==> src/rtl/uart_rx_pkg.sv <==
// Shared types and constants for the UART receive frame checker.
package uart_rx_pkg;

   typedef enum logic [1:0] {
      IDLE   = 2'd0,
      DATA   = 2'd1,
      PARITY = 2'd2,
      STOP   = 2'd3
   } rx_state_t;

   localparam logic PAR_EVEN = 1'b0;
   localparam logic PAR_ODD  = 1'b1;

   localparam int DATA_WIDTH_MIN = 5;
   localparam int DATA_WIDTH_MAX = 9;
   localparam int STOP_BITS_MIN  = 1;
   localparam int STOP_BITS_MAX  = 2;

endpackage

==> src/rtl/uart_rx_err_counter.sv <==
// Saturating error counter with synchronous clear; clear beats increment.
module uart_rx_err_counter #(
   parameter int CNT_WIDTH = 8
) (
   input  logic                 clk,
   input  logic                 rst,
   input  logic                 inc,
   input  logic                 clr,
   output logic [CNT_WIDTH-1:0] count
);

   always_ff @(posedge clk) begin
      if (rst || clr) begin
         count <= '0;
      end else if (inc && (count != '1)) begin
         count <= count + 1'b1;
      end
   end

endmodule

==> src/rtl/uart_rx_frame_check.sv <==
// UART receive frame engine: data/parity/stop assembly and checking after the start bit.
// Error counters are built only when UART_RX_ERR_CNT_EN is defined.
//
//   state  | meaning
//   IDLE   | waiting for frame_start
//   DATA   | shifting in DATA_WIDTH data bits, LSB first
//   PARITY | sampling the parity bit (only when par_en was latched)
//   STOP   | checking STOP_BITS stop bits, then completing the frame
module uart_rx_frame_check
   import uart_rx_pkg::*;
#(
   parameter int DATA_WIDTH = 8,
   parameter int STOP_BITS  = 1,
   parameter int CNT_WIDTH  = 8
) (
   input  logic                  clk,
   input  logic                  rst,
   input  logic                  frame_start,
   input  logic                  bit_valid,
   input  logic                  sampled_bit,
   input  logic                  par_en,
   input  logic                  par_typ,
   input  logic                  err_cnt_clr,
   output logic                  busy,
   output logic [DATA_WIDTH-1:0] data_out,
   output logic                  data_valid,
   output logic                  par_err,
   output logic                  stop_err,
   output logic [CNT_WIDTH-1:0]  frame_err_cnt,
   output logic [CNT_WIDTH-1:0]  par_err_cnt
);

   if ((DATA_WIDTH < DATA_WIDTH_MIN) || (DATA_WIDTH > DATA_WIDTH_MAX) ||
       (STOP_BITS < STOP_BITS_MIN) || (STOP_BITS > STOP_BITS_MAX)) begin : g_bad_cfg
      $error("uart_rx_frame_check: DATA_WIDTH or STOP_BITS out of range");
   end

   localparam int BCW = 4;

   rx_state_t             state;
   logic [DATA_WIDTH-1:0] shift_reg;
   logic [BCW-1:0]        bit_cnt;
   logic                  par_en_q;
   logic                  par_typ_q;
   logic                  par_acc;
   logic                  stop_acc;

   logic last_stop;
   logic stop_hit;
   logic par_hit;

   // frame_start outranks bit_valid, so a resync on the last stop bit never completes
   assign last_stop = (state == STOP) && bit_valid && !frame_start && (bit_cnt == '0);
   assign stop_hit  = stop_acc | ~sampled_bit;
   assign par_hit   = par_en_q & par_acc;

   always_ff @(posedge clk) begin
      if (rst) begin
         state      <= IDLE;
         shift_reg  <= '0;
         bit_cnt    <= '0;
         par_en_q   <= 1'b0;
         par_typ_q  <= PAR_EVEN;
         par_acc    <= 1'b0;
         stop_acc   <= 1'b0;
         data_out   <= '0;
         data_valid <= 1'b0;
         par_err    <= 1'b0;
         stop_err   <= 1'b0;
         busy       <= 1'b0;
      end else begin
         data_valid <= 1'b0;
         if (frame_start) begin
            state     <= DATA;
            shift_reg <= '0;
            bit_cnt   <= BCW'(DATA_WIDTH - 1);
            par_en_q  <= par_en;
            par_typ_q <= par_typ;
            par_acc   <= 1'b0;
            stop_acc  <= 1'b0;
            busy      <= 1'b1;
         end else if (bit_valid) begin
            case (state)
               IDLE: ;
               DATA: begin
                  shift_reg <= {sampled_bit, shift_reg[DATA_WIDTH-1:1]};
                  if (bit_cnt == '0) begin
                     if (par_en_q) begin
                        state <= PARITY;
                     end else begin
                        state   <= STOP;
                        bit_cnt <= BCW'(STOP_BITS - 1);
                     end
                  end else begin
                     bit_cnt <= bit_cnt - 1'b1;
                  end
               end
               PARITY: begin
                  par_acc <= (^shift_reg) ^ sampled_bit ^ (par_typ_q == PAR_ODD);
                  state   <= STOP;
                  bit_cnt <= BCW'(STOP_BITS - 1);
               end
               STOP: begin
                  stop_acc <= stop_hit;
                  if (bit_cnt == '0) begin
                     state      <= IDLE;
                     busy       <= 1'b0;
                     data_valid <= 1'b1;
                     data_out   <= shift_reg;
                     par_err    <= par_hit;
                     stop_err   <= stop_hit;
                  end else begin
                     bit_cnt <= bit_cnt - 1'b1;
                  end
               end
               default: state <= IDLE;
            endcase
         end
      end
   end

`ifdef UART_RX_ERR_CNT_EN
   uart_rx_err_counter #(.CNT_WIDTH(CNT_WIDTH)) u_frame_err_cnt (
      .clk   (clk),
      .rst   (rst),
      .inc   (last_stop & stop_hit),
      .clr   (err_cnt_clr),
      .count (frame_err_cnt)
   );

   uart_rx_err_counter #(.CNT_WIDTH(CNT_WIDTH)) u_par_err_cnt (
      .clk   (clk),
      .rst   (rst),
      .inc   (last_stop & par_hit),
      .clr   (err_cnt_clr),
      .count (par_err_cnt)
   );
`else
   logic unused_err_cnt_clr;
   assign unused_err_cnt_clr = err_cnt_clr;
   assign frame_err_cnt      = '0;
   assign par_err_cnt        = '0;
`endif

endmodule
==> config.mk <==
export PLATFORM = sky130hd
export DESIGN_NAME = uart_rx_frame_check
export DESIGN_NICKNAME = d
export VERILOG_FILES = /design/src/rtl/uart_rx_pkg.sv /design/src/rtl/uart_rx_err_counter.sv /design/src/rtl/uart_rx_frame_check.sv
export SDC_FILE = /design/constraint.sdc
export NUM_CORES = 1
export LEC_CHECK = 0
export CORE_ASPECT_RATIO = 1.75
export CORE_UTILIZATION = 52
export CTS_CLUSTER_SIZE = 12
export DETAILED_ROUTE_END_ITERATION = 8
export GPL_TIMING_DRIVEN = 0
export HOLD_SLACK_MARGIN = 0.03
export PLACE_DENSITY = 0.79
export SETUP_SLACK_MARGIN = 0.05
export SYNTH_ARGS = -nofsm -noshare
export SYNTH_HDL_FRONTEND = slang
export SYNTH_SLANG_ARGS = --single-unit
==> constraint.sdc <==
create_clock -name clk -period 2.7 [get_ports clk]
set_input_delay 0.405 -clock clk [delete_from_list [all_inputs] [get_ports clk]]
set_output_delay 0.405 -clock clk [all_outputs]
set_load 0.005 [all_outputs]
==> impl_metrics.toml, run 1 <==
[drt]
route.antenna.remaining_nets = 0
routed_wl_mm = 2.833
routed-via-count = 1119
remaining_drc_errors = 0
drt_pass1_iterations = 4
drtIter0Drc = 5
via_per_inst = 5.041
wl_per_cell_um = 12.76

[global_route]
grt_pass1_vias = 1109
grt_overflow = 0
antenna_found_initial = 0
grt_usage_pct = 20.60
grt_first_pass_wirelength_mm = 4.692
grt_max_degree = 11

[placement]
io_buffers = 16
placed_cell_area_um2 = 1725
place_inst = 214
dp_hpwl_mm = 2.176
place.gp.congestion = 0.8068

[cts]
cts-root-buf = "clkbuf_8"
clk_latency_ps = 280
postCtsResizedCells = 0
post_cts_buffers = 0
cts_buffers = 5
cts_tree = "done"
clk_path_buf_depth = 2
cts.sinks = 30
path_clk_slew_ps = 60
cts_htree_levels = 2
ctsHoldBuffers = 0

[logic_synthesis]
ys_warn_count = 0
async_flop_share_pct = 0
syn_inst = 156
synthMuxAreaShare_pct = 12.21
synth_edf_count = 0
synthSimpleGateAreaFrac_pct = 16.62
synth_cell_types = 36
netlist_area_um2 = 1475
ys_seq_area_share_pct = 40.71
synth_fa_ha_area_share_pct = 1.696
synth_compound_area_share_pct = 10.01
synth_top_family_by_area = "simple AND/OR/NAND/NOR gates"
synthXorXnorAreaFrac_pct = 5.683
ys_ff_latch = 30
syn_avg_cell_area_um2 = 9.456
synthFlopType = "dfxtp_1"

[worst_setup_path]
worstSetupEndpointType = "flop"
cp_num_buf_inv = 2
cp.required_ps = 2870
start_kind = "flop"
worstPathArrival_ps = 2050
crit_chain = "inv_1 -> ha_1 -> or3b_4 -> nor3_4 -> buf_6 -> mux2i_1 -> nor2_1"
max_stage_delay_ps = 440
cp_max_fo = 10
cp_top_family = "simple AND/OR/NAND/NOR gates"
worstSetupPathType = "reg -> reg"
cp_slowest_cell = "or3b_4"

[timing]
skew_ps = 6.413
grt_setup_unrepaired = "false"
hold_violations = 0
drv_slew = 0
setup_viol = 0
setup_tns_ps = 0
fin_crit_sh_pct = 69.72
fmaxAchievable_mhz = 531.2
fin_crit_ps = 1882

[power]
max-vdd-ir-drop_mv = 0.4937
power_leakage_nw = 0.7790
p_per_area_nw_per_um2 = 512.3

[floorplan]
ios = 36
core_um2 = 2690
die_w_um = 42.26
rows = 25
initial_core_util_pct = 54.84
dieArea_um2 = 3062
dieHeight_um = 72.46

[layout]
instances_no_fill = 222
syn_to_final_growth_pct = 23.16
fin_area_um2 = 1817
diodes = 0
nFillCells = 233
drive_above_1_share_pct = 18.46
fin_nets = 204

[worst_hold_path]
hold_class = "in -> reg"

[status]
outcome = "finished, final reports clean"

[job]
cap_violations = 0
[through the flow]
stage	hold slack [ps]	power [mW]	setup WS [ps]	utilization, %
6_report	350.4	0.9306	817.5	67.53
5_1_grt	350.9	0.9725	681.6	67.53
4_1_cts	347.2	0.9404	807.1	67.53
3_5_place_dp	462.7	0.5764	629.3	64.14
3_3_place_gp	452.2	0.5721	667.9	64.14
2_1_floorplan	440.2	0.5508	1021	-
[final cells by class]
class                      count  area [µm²]  share of cell area, %
buffer                        23       170.2                  9.366
timing repair buffer          16       160.2                  8.815
inverter                       5       18.77                  1.033
sequential                    30       600.6                  33.06
clock buffer                   7       86.33                  4.752
clock inverter                 1       5.005                 0.2755
tap                           27       33.78                  1.860
multi-input combinational    113       742.0                  40.84
[cells in the final DEF, fill, tap and decap left out, drive strengths merged, types with 3 or more instances in the layout]
cell type	n
dfxtp	30
nor2	25
buf	21
mux2i	18
conb	16
clkdlybuf4s50	16
clkbuf	9
a21oi	8
xnor2	6
inv	5
o21ai	5
or2	3
nor2b	3
[power by group]
group | internal [mW] | switching [mW] | leakage [nW] | total, mW
Sequential | 0.452 | 0.00989 | 0.244 | 0.461
Combinational | 0.0551 | 0.0518 | 0.487 | 0.107
Clock | 0.205 | 0.157 | 0.0482 | 0.362
[cells in the mapped netlist, drive strengths merged (3+ instances only)]
| master | n | area, µm² |
|---|---|---|
| dfxtp | 30 | 600.6 |
| nor2 | 25 | 93.84 |
| buf | 21 | 158.9 |
| mux2i | 18 | 180.2 |
| a21oi | 8 | 40.04 |
| xnor2 | 6 | 52.55 |
| inv | 5 | 18.77 |
| o21ai | 5 | 25.02 |
| nor2b | 3 | 18.77 |
| or2 | 3 | 18.77 |
[cells by family (layout without fill, tap and decap cells)]
logic type / count (synthesis) / count (layout)
AND/OR/NAND/NOR: 46 / 46
multiplexers: 18 / 18
other: 1 / 16
adder cells (fa/ha/maj): 2 / 2
buffers and inverters: 28 / 52
flip-flops: 30 / 30
AO/OA/AOI/OAI: 23 / 23
XOR/XNOR: 8 / 8
[final timing paths]
check / slack (ps) / start / end / cells after the start
worst min register to register: 470 / par_acc / par_err / 2
worst max-delay path: 820 / bit_cnt[0] / data_out[1] / 7
worst min-delay path: 350 / rst / par_err / 2
worst max register to register: 820 / bit_cnt[0] / data_out[1] / 7
[per-layer routing]
layer / vias up / global-route usage, % / routed length (µm)
met3: 6 / 5.970 / 97
met5: - / 0 / 0
met2: 23 / 39.15 / 1625
li1: 572 / - / -
met1: 518 / 18.55 / 1046
met4: 0 / 11.81 / 63
Power figures use the tool's default switching activity.
==> run 2: changes to the inputs <==
--- a/config.mk
+++ b/config.mk
@@ -6,12 +6,12 @@
 export NUM_CORES = 1
 export LEC_CHECK = 0
 export CORE_ASPECT_RATIO = 1.75
-export CORE_UTILIZATION = 52
+export CORE_UTILIZATION = 48
 export CTS_CLUSTER_SIZE = 12
 export DETAILED_ROUTE_END_ITERATION = 8
 export GPL_TIMING_DRIVEN = 0
 export HOLD_SLACK_MARGIN = 0.03
-export PLACE_DENSITY = 0.79
+export PLACE_DENSITY = 0.74
 export SETUP_SLACK_MARGIN = 0.05
 export SYNTH_ARGS = -nofsm -noshare
 export SYNTH_HDL_FRONTEND = slang
==> constraint.sdc (replaced) <==
create_clock -name clk -period 1.9 [get_ports clk]
set_input_delay 0.285 -clock clk [delete_from_list [all_inputs] [get_ports clk]]
set_output_delay 0.285 -clock clk [all_outputs]
set_load 0.005 [all_outputs]
==> run 2 against run 1 <==
  * Global-route usage down 1.5 points
  * Combinational power up 56%
  * Via count up 1.6%
  * Largest cell class unchanged
  * Worst hold slack worse by 120 ps
  * Clock skew down 2.7 ps
  * Final cell count up 2.7%
  * Clock power up 62%
  * Largest power group unchanged
  * Sequential share of layout area down 1.2 points
  * Critical path depth unchanged
  * Non-clock buffer count up 5
  * Routed wire length up 2.9%
==> impl_metrics.toml, run 2 (same netlist as run 1, synthesis figures left out) <==
[global_route]
grt_first_pass_wirelength_mm = 4.609
grt_overflow = 0
antenna_found_initial = 0
grt_pass1_vias = 1052
grt_usage_pct = 19.13
grt_max_degree = 11

[status]
outcome = "finished, final reports clean"

[drt]
drt_pass1_iterations = 6
drtIter0Drc = 25
routed_wl_mm = 2.916
route.antenna.remaining_nets = 0
wl_per_cell_um = 12.79
routed-via-count = 1137
via_per_inst = 4.987
remaining_drc_errors = 0

[cts]
ctsHoldBuffers = 0
path_clk_slew_ps = 60
cts.sinks = 30
clk_latency_ps = 280
cts_htree_levels = 2
cts-root-buf = "clkbuf_8"
cts_buffers = 5
clk_path_buf_depth = 2
cts_tree = "done"

[timing]
skew_ps = 3.757
fin_ws_ps = 151.5
fmaxAchievable_mhz = 571.9
fin_crit_ps = 1748
fin_crit_sh_pct = 92.03
setup_viol = 0
drv_slew = 0
hold_violations = 0
setup_tns_ps = 0
grt_setup_unrepaired = "true"

[floorplan]
core_um2 = 2928
ios = 36
die_w_um = 43.91
rows = 26
initial_core_util_pct = 50.38
dieHeight_um = 75.34
dieArea_um2 = 3308

[layout]
final_cell_mix = "dfxtp_1 (28), nor2_1 (25), buf_4 (23)"
nFillCells = 263
finish.utilization_pct = 64.83
layout_commonest_cell = "dfxtp_1"
drive_above_1_share_pct = 23.50
fin_nets = 209
fin_area_um2 = 1898
diodes = 0
syn_to_final_growth_pct = 28.67

[power]
p_per_area_nw_per_um2 = 743.3
power_mw = 1.411
max-vdd-ir-drop_mv = 0.6491
power_leakage_nw = 0.8141

[worst_setup_path]
crit_chain = "inv_4 -> ha_4 -> or3b_4 -> nor3_4 -> buf_6 -> mux2i_1 -> nor2_1"
cp_top_family = "simple AND/OR/NAND/NOR gates"
worstSetupEndpointType = "flop"
worstPathArrival_ps = 1920
worstSetupPathType = "reg -> reg"
max_stage_delay_ps = 420
cp_slowest_cell = "or3b_4"
cp_max_fo = 6
worst-r2r-setup-slack_ps = 150
start_kind = "flop"
cp.required_ps = 2070
cp_num_buf_inv = 2

[job]
cap_violations = 0

[placement]
io_buffers = 16
dp_slack_ps = -52.70
place.gp.congestion = 0.8239
placed_cell_area_um2 = 1727
dp_hpwl_mm = 2.134

[worst_hold_path]
hold_class = "in -> reg"
==> run 2: path summary, 6_finish.rpt <==
path / cells past startpoint / start / to
max: 7 / bit_cnt[1] / data_out[2]
min: 2 / rst / bit_cnt[1]
min reg2reg: 2 / stop_acc / stop_err
max reg2reg: 7 / bit_cnt[1] / data_out[2]
==> run 2: report_power, final <==
| group | switching [mW] | internal, mW |
|---|---|---|
| sequential | 0.0147 | 0.642 |
| combinational | 0.0780 | 0.0888 |
| clock | 0.223 | 0.365 |
==> run 2: repair_timing <==
action                     in CTS  in global routing
setup endpoints to repair       8                 13
pin swaps                       1                  3
gates resized for setup         2                  8
gates cloned                    1                  0
buffers inserted                0                  4
==> run 2: area by class of cell <==
type | instances | area (µm²) | share of cell area (%)
tap | 28 | 35.03 | 1.846
sequential | 30 | 605.6 | 31.91
timing repair buffer | 21 | 201.4 | 10.61
clock buffer | 8 | 110.1 | 5.801
inverter | 5 | 21.27 | 1.121
buffer | 23 | 170.2 | 8.965
multi-input combinational | 113 | 754.5 | 39.75
==> run 2: through the flow <==
stage,hold slack (ps),instances
after floorplan,391.7,171
after global placement,448.6,215
after detailed placement,459.0,215
after CTS,233.6,224
after global routing,223.9,228
final,225.9,228
==> run 2: layer usage <==
| layer | global-route usage (%) | vias to the layer above | wire length (µm) |
|---|---|---|---|
| li1 | - | 582 | - |
| met3 | 4.976 | 6 | 79 |
| met4 | 9.091 | 0 | 59 |
| met1 | 17.54 | 533 | 1068 |
| met5 | 0 | - | 0 |
| met2 | 37.65 | 16 | 1708 |
==> run 3: changes to the inputs <==
--- a/config.mk
+++ b/config.mk
@@ -5,6 +5,7 @@
 export SDC_FILE = /design/constraint.sdc
 export NUM_CORES = 1
 export LEC_CHECK = 0
+export CAP_MARGIN = 20
 export CORE_ASPECT_RATIO = 1.75
 export CORE_UTILIZATION = 48
 export CTS_CLUSTER_SIZE = 12
==> results of run 3 <==
No change in the layout: final DEF, timing and power equal those of run 2.
